===== src/rtl/fft_twid_fetch.sv =====
// Twiddle-set sequencer: walks one radix-4 twiddle sub-table in the ROM, absorbs the
// 1-cycle read latency and hands each packed 6-word set to the butterfly over valid/ready.
module fft_twid_fetch #(
  parameter int unsigned ADDR_W = 10,
  parameter int unsigned DATA_W = 32,
  parameter int unsigned BASE0  = 0,
  parameter int unsigned BASE1  = 24,
  parameter int unsigned BASE2  = 120,
  parameter int unsigned WORDS  = 6
) (
  input  logic                      clk,
  input  logic                      rst_n,
  input  logic                      start,
  input  logic [1:0]                tab_sel,
  input  logic                      abort,
  output logic                      busy,
  output logic                      err,
  output logic                      done,
  output logic                      rom_en,
  output logic [ADDR_W-1:0]         rom_addr,
  input  logic [DATA_W-1:0]         rom_dout,
  output logic                      tw_valid,
  input  logic                      tw_ready,
  output logic [WORDS*DATA_W-1:0]   tw_data,
  output logic [5:0]                tw_idx,
  output logic                      tw_last
);

  typedef enum logic [1:0] {
    S_IDLE  = 2'd0,
    S_FETCH = 2'd1,
    S_CAP   = 2'd2,
    S_HOLD  = 2'd3
  } state_e;

  state_e                    state_q, state_d;
  logic [ADDR_W-1:0]         base_q, base_d;
  logic [5:0]                last_q, last_d;   // N-1 of the selected table
  logic [5:0]                j_q, j_d;
  logic [2:0]                w_q, w_d;
  logic [ADDR_W-1:0]         addr_q;
  logic                      cap_en_q;
  logic [2:0]                cap_w_q;
  logic [WORDS*DATA_W-1:0]   data_q;
  logic                      err_q, err_d;
  logic                      done_q, done_d;

  logic                      fetching;
  logic                      handshake;
  logic                      at_last;
  logic [ADDR_W-1:0]         fetch_addr;

  assign fetching   = (state_q == S_FETCH);
  assign handshake  = (state_q == S_HOLD) && tw_ready;
  assign at_last    = (j_q == last_q);
  assign fetch_addr = base_q + ADDR_W'(j_q) * ADDR_W'(WORDS) + ADDR_W'(w_q);

  // NOTE: every variable written here gets a default first, so no path can leave one
  // unassigned and infer a latch.
  always_comb begin
    state_d = state_q;
    base_d  = base_q;
    last_d  = last_q;
    j_d     = j_q;
    w_d     = w_q;
    err_d   = 1'b0;
    done_d  = 1'b0;

    case (state_q)
      S_IDLE: begin
        if (start && !abort) begin
          if (tab_sel == 2'd3) begin
            err_d = 1'b1;
          end else begin
            j_d     = '0;
            w_d     = '0;
            state_d = S_FETCH;
            case (tab_sel)
              2'd0:    begin base_d = ADDR_W'(BASE0); last_d = 6'd3;  end
              2'd1:    begin base_d = ADDR_W'(BASE1); last_d = 6'd15; end
              default: begin base_d = ADDR_W'(BASE2); last_d = 6'd63; end
            endcase
          end
        end
      end
      S_FETCH: begin
        if (w_q == 3'(WORDS - 1)) begin
          w_d     = '0;
          state_d = S_CAP;
        end else begin
          w_d = w_q + 3'd1;
        end
      end
      S_CAP: state_d = S_HOLD;
      S_HOLD: begin
        if (tw_ready) begin
          if (at_last) begin
            done_d  = 1'b1;
            state_d = S_IDLE;
          end else begin
            j_d     = j_q + 6'd1;
            w_d     = '0;
            state_d = S_FETCH;
          end
        end
      end
      default: state_d = S_IDLE;
    endcase

    // A flush wins over a same-cycle handshake or start.
    if (abort) begin
      state_d = S_IDLE;
      done_d  = 1'b0;
    end
  end

  // NOTE: sequential state uses non-blocking assignments only, so every flop samples
  // the pre-edge values regardless of statement order.
  always_ff @(posedge clk or negedge rst_n) begin
    if (!rst_n) begin
      state_q  <= S_IDLE;
      base_q   <= '0;
      last_q   <= '0;
      j_q      <= '0;
      w_q      <= '0;
      addr_q   <= '0;
      cap_en_q <= 1'b0;
      cap_w_q  <= '0;
      err_q    <= 1'b0;
      done_q   <= 1'b0;
    end else begin
      state_q  <= state_d;
      base_q   <= base_d;
      last_q   <= last_d;
      j_q      <= j_d;
      w_q      <= w_d;
      err_q    <= err_d;
      done_q   <= done_d;
      if (fetching) addr_q <= fetch_addr;
      // The ROM answers one cycle after the read, so slot tracking trails by a cycle.
      cap_en_q <= fetching && !abort;
      cap_w_q  <= w_q;
    end
  end

  // NOTE: the packed set register is reset explicitly because tw_data has a defined
  // reset value; it is a flop bank, not a RAM, so this costs nothing unusual.
  always_ff @(posedge clk or negedge rst_n) begin
    if (!rst_n) begin
      data_q <= '0;
    end else if (cap_en_q) begin
      data_q[int'(cap_w_q)*DATA_W +: DATA_W] <= rom_dout;
    end
  end

  assign busy     = (state_q != S_IDLE);
  assign err      = err_q;
  assign done     = done_q;
  assign rom_en   = fetching;
  assign rom_addr = fetching ? fetch_addr : addr_q;
  assign tw_valid = (state_q == S_HOLD);
  assign tw_data  = data_q;
  assign tw_idx   = j_q;
  assign tw_last  = (state_q == S_HOLD) && at_last;

endmodule


===== config.mk =====
export PLATFORM = sky130hd
export DESIGN_NAME = fft_twid_fetch
export DESIGN_NICKNAME = d
export VERILOG_FILES = /design/src/rtl/fft_twid_fetch.sv
export SDC_FILE = /design/constraint.sdc
export NUM_CORES = 1
export LEC_CHECK = 0
export BUFFER_PORTS_ARGS = -buffer_cell sky130_fd_sc_hd__buf_2
export CAP_MARGIN = 20
export CORE_MARGIN = 2
export CORE_UTILIZATION = 47
export DETAILED_ROUTE_END_ITERATION = 8
export HOLD_SLACK_MARGIN = 0.06
export PLACE_DENSITY_LB_ADDON = 0.08
export SLEW_MARGIN = 20
export SYNTH_ARGS = -nofsm -noshare
export SYNTH_HDL_FRONTEND = slang
export SYNTH_SLANG_ARGS = --single-unit

===== constraint.sdc =====
create_clock -name clk -period 3.4 [get_ports clk]
set_clock_uncertainty 0.2 [all_clocks]
set_input_delay 0.68 -clock clk [delete_from_list [all_inputs] [get_ports clk]]
set_output_delay 0.68 -clock clk [all_outputs]
set_load 0.01 [all_outputs]

# Yosys cells after proc, flatten, opt, wreduce, memory -nomap -nowiden
# Index checks and enable logic that the tools add are counted.
# Widths: inputs -> output; s select.
dict set report classes {
  addsub 5
  multipliers 1
  div_mod_pow 0
  magnitude_cmp 0
  eq_ne 15
  shift 2
  n_mux 29
  bitwise 1
  n_reduce_logical 13
}
# operator count
set op_table {}
lappend op_table {{$bwmux 192} 1}
lappend op_table {{$shift 32x34->192 const A} 1}
lappend op_table {{$shiftx 32x34->192} 1}
lappend op_table {{$neg 8->34} 1}
lappend op_table {{$mux 6} 4}
lappend op_table {{$pmux 6 s2} 2}
lappend op_table {{$mux 3} 5}
lappend op_table {{$pmux 7 s2} 1}
lappend op_table {{$add 10x3->10} 1}
lappend op_table {{$add 10x9->10} 1}
lappend op_table {{$mux 10} 1}
lappend op_table {{$mux 2} 5}
lappend op_table {{$reduce_and 5->1} 2}
lappend op_table {{$pmux 3 s3} 1}
lappend op_table {{$mul 6x2->8 const B} 1}
lappend op_table {{$mux 1} 8}
lappend op_table {{$pmux 2 s4} 1}
lappend op_table {{$add 6x1->6 const B} 1}
lappend op_table {{$eq 2x2->1 const B} 3}
lappend op_table {{$eq 6x6->1} 1}
lappend op_table {{$ne 2x2->1 const B} 3}
lappend op_table {{$ne 3x2->1 const B} 2}
lappend op_table {{$ne 3x3->1 const B} 2}
lappend op_table {{$eq 2x1->1 const B} 2}
lappend op_table {{other kinds (11)} 15}
dict set report totals {
  ff_bits 235
  latch_bits 0
  ram_bits 0
  romBits 0
  in_bits 39
  out_inout_bits 214
  word_cells 77
  mem_count 0
}

# Depth between registers and ports, before layout
dict set report depth {
  depth_word 5
  mapped_depth 11
  ltp_nobuf 11
}

# Least setup slack after synthesis
# Ideal clock, no wire load.
dict set report synth_path {
  kind {register to output}
  start {reg j_q[0], in the netlist tw_idx[0]}
  end {out rom_addr[7]}
  arrival_ns 2.672
  t_required_ns 2.520
  setup_slack_ns -0.152
  path_stages_with_launch 11
  path_buffers 0
  path_cell_list {dfrtp_1 ha_1 fa_1 a21o_1 a21oi_1 xor2_1 ha_1 a21oi_1 o21ai_0 xor2_1 mux2_2}
}
dict set report synth_via {
  elab_chain_len 4
}
# element line
set synth_rtl {}
lappend synth_rtl {{start: declaration} 39} ;# logic [5:0] j_q, j_d;
lappend synth_rtl {{start signal: assignment} 135} ;# j_q <= j_d;
lappend synth_rtl {{$mul 6x2->8} 56} ;# assign fetch_addr = base_q + ADDR_W'(j_q) * ADDR_W'(WORDS) + ADDR_W'(w_q);
lappend synth_rtl {{$add 10x9->10} 56}
lappend synth_rtl {{$add 10x3->10} 56}
lappend synth_rtl {{$mux 10} n/a}
lappend synth_rtl {{end: declaration} 20} ;# output logic [ADDR_W-1:0] rom_addr,
# No other way between the ends.

# Worst setup path in the final report
dict set report layout_path {
  start {reg j_q[1], in the netlist tw_idx[1]}
  end {out rom_addr[7]}
}
# Same word-level chain as after synthesis.

==> results.txt <==
----------------------------------------------------
[Status]
  Run status ... finished with violations
  Failing checks ... setup timing

[Clock tree]
  CTS clk-pin slew, worst paths ... approximately 0.060 ns
  Latest clock arrival within the worst-skew pair ... approximately 0.5 ns
  Buffer levels on the longest clock path ... 3
  Clk root buf ... sky130_fd_sc_hd__clkbuf_16
  TritonCTS Sinks ... between 200 and 250
  Num CTS Buffers ... 24
  Clock tree from TritonCTS ... done
  Max H-tree Level ... 1

[Yosys]
  Share of flip-flops with an asynchronous set or reset ... 1.00
  Number of flops mapped to enable cells by yosys ... 0
  Post-synthesis net count ... a little over 800
  Synth Warn # ... 0
  FF+latch count, synth ... 222
  Most used flip-flop cell after synthesis ... sky130_fd_sc_hd__dfrtp_1
  Cell area after synthesis ... 9130 sq um
  Average cell area after synthesis ... around 12 sq um
  Gate Count Post-Synth ... 749
  Sequential fraction of the synthesis area ... 0.608
  Distinct cells, synth ... 50

[Floorplan]
  Area of the die ... 20,600 sq um
  Die Y-Extent ... around 140 um
  Area of the core region ... ~19,000 sq um
  Width of the die ... ~140 um
  Initial cell density of the core ... 0.483
  Row count ... 50
  Number of top-level pins ... roughly 250

[Power and ir drop]
  Cell Pwr Density ... approximately 740 nW/um^2
  Lkg Pwr ... between 5 and 6 nW
  Largest vdd supply drop ... 0.486 mV
  Final Total Pwr ... approximately 0.0087 W

[Critical path]
  CP Data Required Time ... around 2.5 ns
  Critical-path maximum fanout ... 4
  Slowest-stage cell, CP ... sky130_fd_sc_hd__dfrtp_2
  Crit path arrival time ... 3.10 ns
  Worst setup path category ... flop to output port
  Kind of launch point of the worst setup path ... flop
  CP peak stage delay ... roughly 0.45 ns
  Type of destination of the critical path ... output port
  Worst path cell trace ... ha_4 > fa_2 > a21o_1 > a21oi_2 > xor2_1 > ha_2 > a21oi_2 > o21ai_2 > xor2_1 > mux2_4 > buf_6

[Routing]
  First-pass iteration count of the detailed router ... 4
  Antenna-violating nets left ... 0
  Number of DRC markers in iteration 0 ... 318
  Per-cell via count in the routed design ... ~5.1
  Total number of vias ... 6,591
  Final routed wirelength across all metal layers ... between 20,000 and 25,000 um
  Average detailed-routed wire length per instance ... 17.4 um
  Final routed DRC violation total ... 0

[Timing]
  Setup repair after global routing missed its margin ... yes
  Achievable Freq ... approximately 0.25 GHz
  Fin crit share ... 1.17
  Worst-case setup margin in the final layout ... -0.584 ns
  Count of endpoints failing hold in the final timing report ... 0
  Final min period ... about 4 ns
  Worst Max-Slew Pin Slew ... roughly 0.9 ns
  Worst slew slack as a fraction of its limit ... 0.396
  Post-route setup TNS ... -2.78 ns
  Final number of max-transition violations ... 0
  Endpoints failing setup ... 6

[Layout]
  Fraction of layout cells with a size suffix above 1 ... 0.442
  Top library cells by usage in the layout, fill and taps aside ... sky130_fd_sc_hd__buf_2, sky130_fd_sc_hd__dfrtp_1, sky130_fd_sc_hd__nand2_1, sky130_fd_sc_hd__mux2_2, sky130_fd_sc_hd__o21ai_0
  Final-stage net count ... ~1.1k
  Synthesis-to-layout area growth ... 29.1%
  Most common library cell in the layout ignoring fill and taps ... sky130_fd_sc_hd__buf_2
  Combined area of the multi-input logic cells ... around 3500 sq um
  N_diodes ... 0
  Sequential cell area ... between 5000 and 6000 sq um
  Filler cells ... about 1.6k

[Global routing]
  Vias in the first global route ... 6,426
  Wire length of the first global-routing pass ... ~35,000 um
  Antenna violations before repair ... 0
  Residual overflow from global routing ... 0
  Pin count of the biggest net entering global routing ... 81
  Total track usage ... 0.219

[Job]
  Max-cap violations ... 0

[Placed design]
  GPL Wtd Cong ... 0.827
  Port Buffers ... ~250
  Detail Placement HPWL ... between 15,000 and 20,000 um

[Worst hold path]
  Hold/Removal Path Class ... primary input to flop

----------------------------------------------------
## path summary, 6_finish.rpt
check                           slack, ns  cells after the start        from            to
min in group asynchronous            0.54                      2       rst_n  tw_data[154]
worst max register to register       0.57                      8  cap_w_q[0]  tw_data[112]
worst min register to register       0.26                      0      w_q[0]    cap_w_q[0]
max in group asynchronous            1.70                      3       rst_n  tw_data[137]
worst min-delay path                 0.19                      2       abort    state_q[0]
worst max-delay path                -0.58                     11   tw_idx[1]   rom_addr[7]
## kinds of logic (layout without fill, tap and decap cells)
logic type,count (synthesis),in the layout,synth area share
and+or+nand+nor,207,207,0.101
AOI/OAI and AO/OA,124,124,0.0865
xor gates and xnor gates,7,7,0.00672
DFF,222,222,0.608
adders and majority gates,22,22,0.0318
buffers and inverters,50,333,0.0214
muxes,117,117,0.144
## synth_stat cells, drive strengths merged, types with 2 or more instances
| library cell | number | share of area |
|---|---|---|
| a221oi | 2 | 0.0019 |
| o211ai | 2 | 0.0016 |
| nand4b | 2 | 0.0019 |
| fa | 2 | 0.0044 |
| dfrtp | 222 | 0.61 |
| nand3b | 2 | 0.0016 |
| nor3b | 3 | 0.0025 |
| mux2i | 2 | 0.0022 |
| o21ai | 52 | 0.029 |
| mux2 | 115 | 0.14 |
| o31ai | 39 | 0.032 |
| o2bb2ai | 2 | 0.0019 |
| a211oi | 3 | 0.0025 |
| or4 | 2 | 0.0021 |
| nor2 | 8 | 0.0036 |
| ha | 20 | 0.027 |
| inv | 13 | 0.0053 |
| nand3 | 19 | 0.010 |
| nand2b | 2 | 0.0014 |
| nor2b | 7 | 0.0048 |
| nand2 | 145 | 0.060 |
| and2 | 3 | 0.0022 |
| or3 | 7 | 0.0049 |
| clkbuf | 26 | 0.011 |
| a21oi | 12 | 0.0066 |
| a21o | 4 | 0.0033 |
| xnor2 | 4 | 0.0038 |
| xor2 | 3 | 0.0029 |
| o21bai | 2 | 0.0016 |
| buf | 11 | 0.0053 |
## state kept, by name, summed over array words and instances (netlist names), 2 cells and up
register  flops
last_q        3
tw_idx        6
addr_q       10
state_q       2
w_q           3
tw_data     192
cap_w_q       3
## metrics by stage
stage	cells	utilization	hold slack (ns)	cell area, sq um	setup WS, ns
floorplan	749	-	0.184	9150	0.0349
global placement	1247	0.575	0.246	10900	-0.100
detailed placement	1247	0.575	0.237	10900	-0.107
CTS	1291	0.623	0.184	11800	-0.570
global route	1292	0.624	0.198	11800	-0.747
finish	1292	0.624	0.195	11800	-0.584
## critical path: cells and delay by family, from the launching register on
kind                       cells  cell delay, ns
muxes                          1            0.27
buffers and inverters          1            0.12
DFF                            1            0.45
AOI/OAI and AO/OA              4            0.56
xor gates and xnor gates       2            0.36
adders and majority gates      3            0.84
## cell type report
type,count,area share
clock inverters,5,0.00669
well taps,260,0.0276
inverters,13,0.00414
flip-flops and latches,222,0.472
repair buffers,278,0.133
clock buffers,37,0.0637
multi-input cells,477,0.293
## timing repair
| action | CTS | global route |
|---|---|---|
| setup endpoints to repair | 6 | 6 |
| buffers inserted | 1 | 1 |
| pin swaps | 6 | 7 |
| hold endpoints to repair | 77 | 0 |
| hold buffers | 1 | 0 |
| gates resized for setup | 12 | 5 |
## power by group
group	internal (W)	switching, W
clock network	0.00166	0.00102
logic	0.00108	0.00139
registers	0.00326	0.000319
total	0.00601	0.00274
## layer usage
metal | share of wire | GRT usage | wire (um) | up-vias
li1 | - | - | - | 3161
met1 | 0.44 | 0.299 | 9850 | 3201
met2 | 0.48 | 0.362 | 10700 | 199
met3 | 0.065 | 0.0443 | 1460 | 30
met4 | 0.020 | 0.0511 | 451 | 0
met5 | 0 | 0 | 0 | -
(Power assumes the default switching activity.)
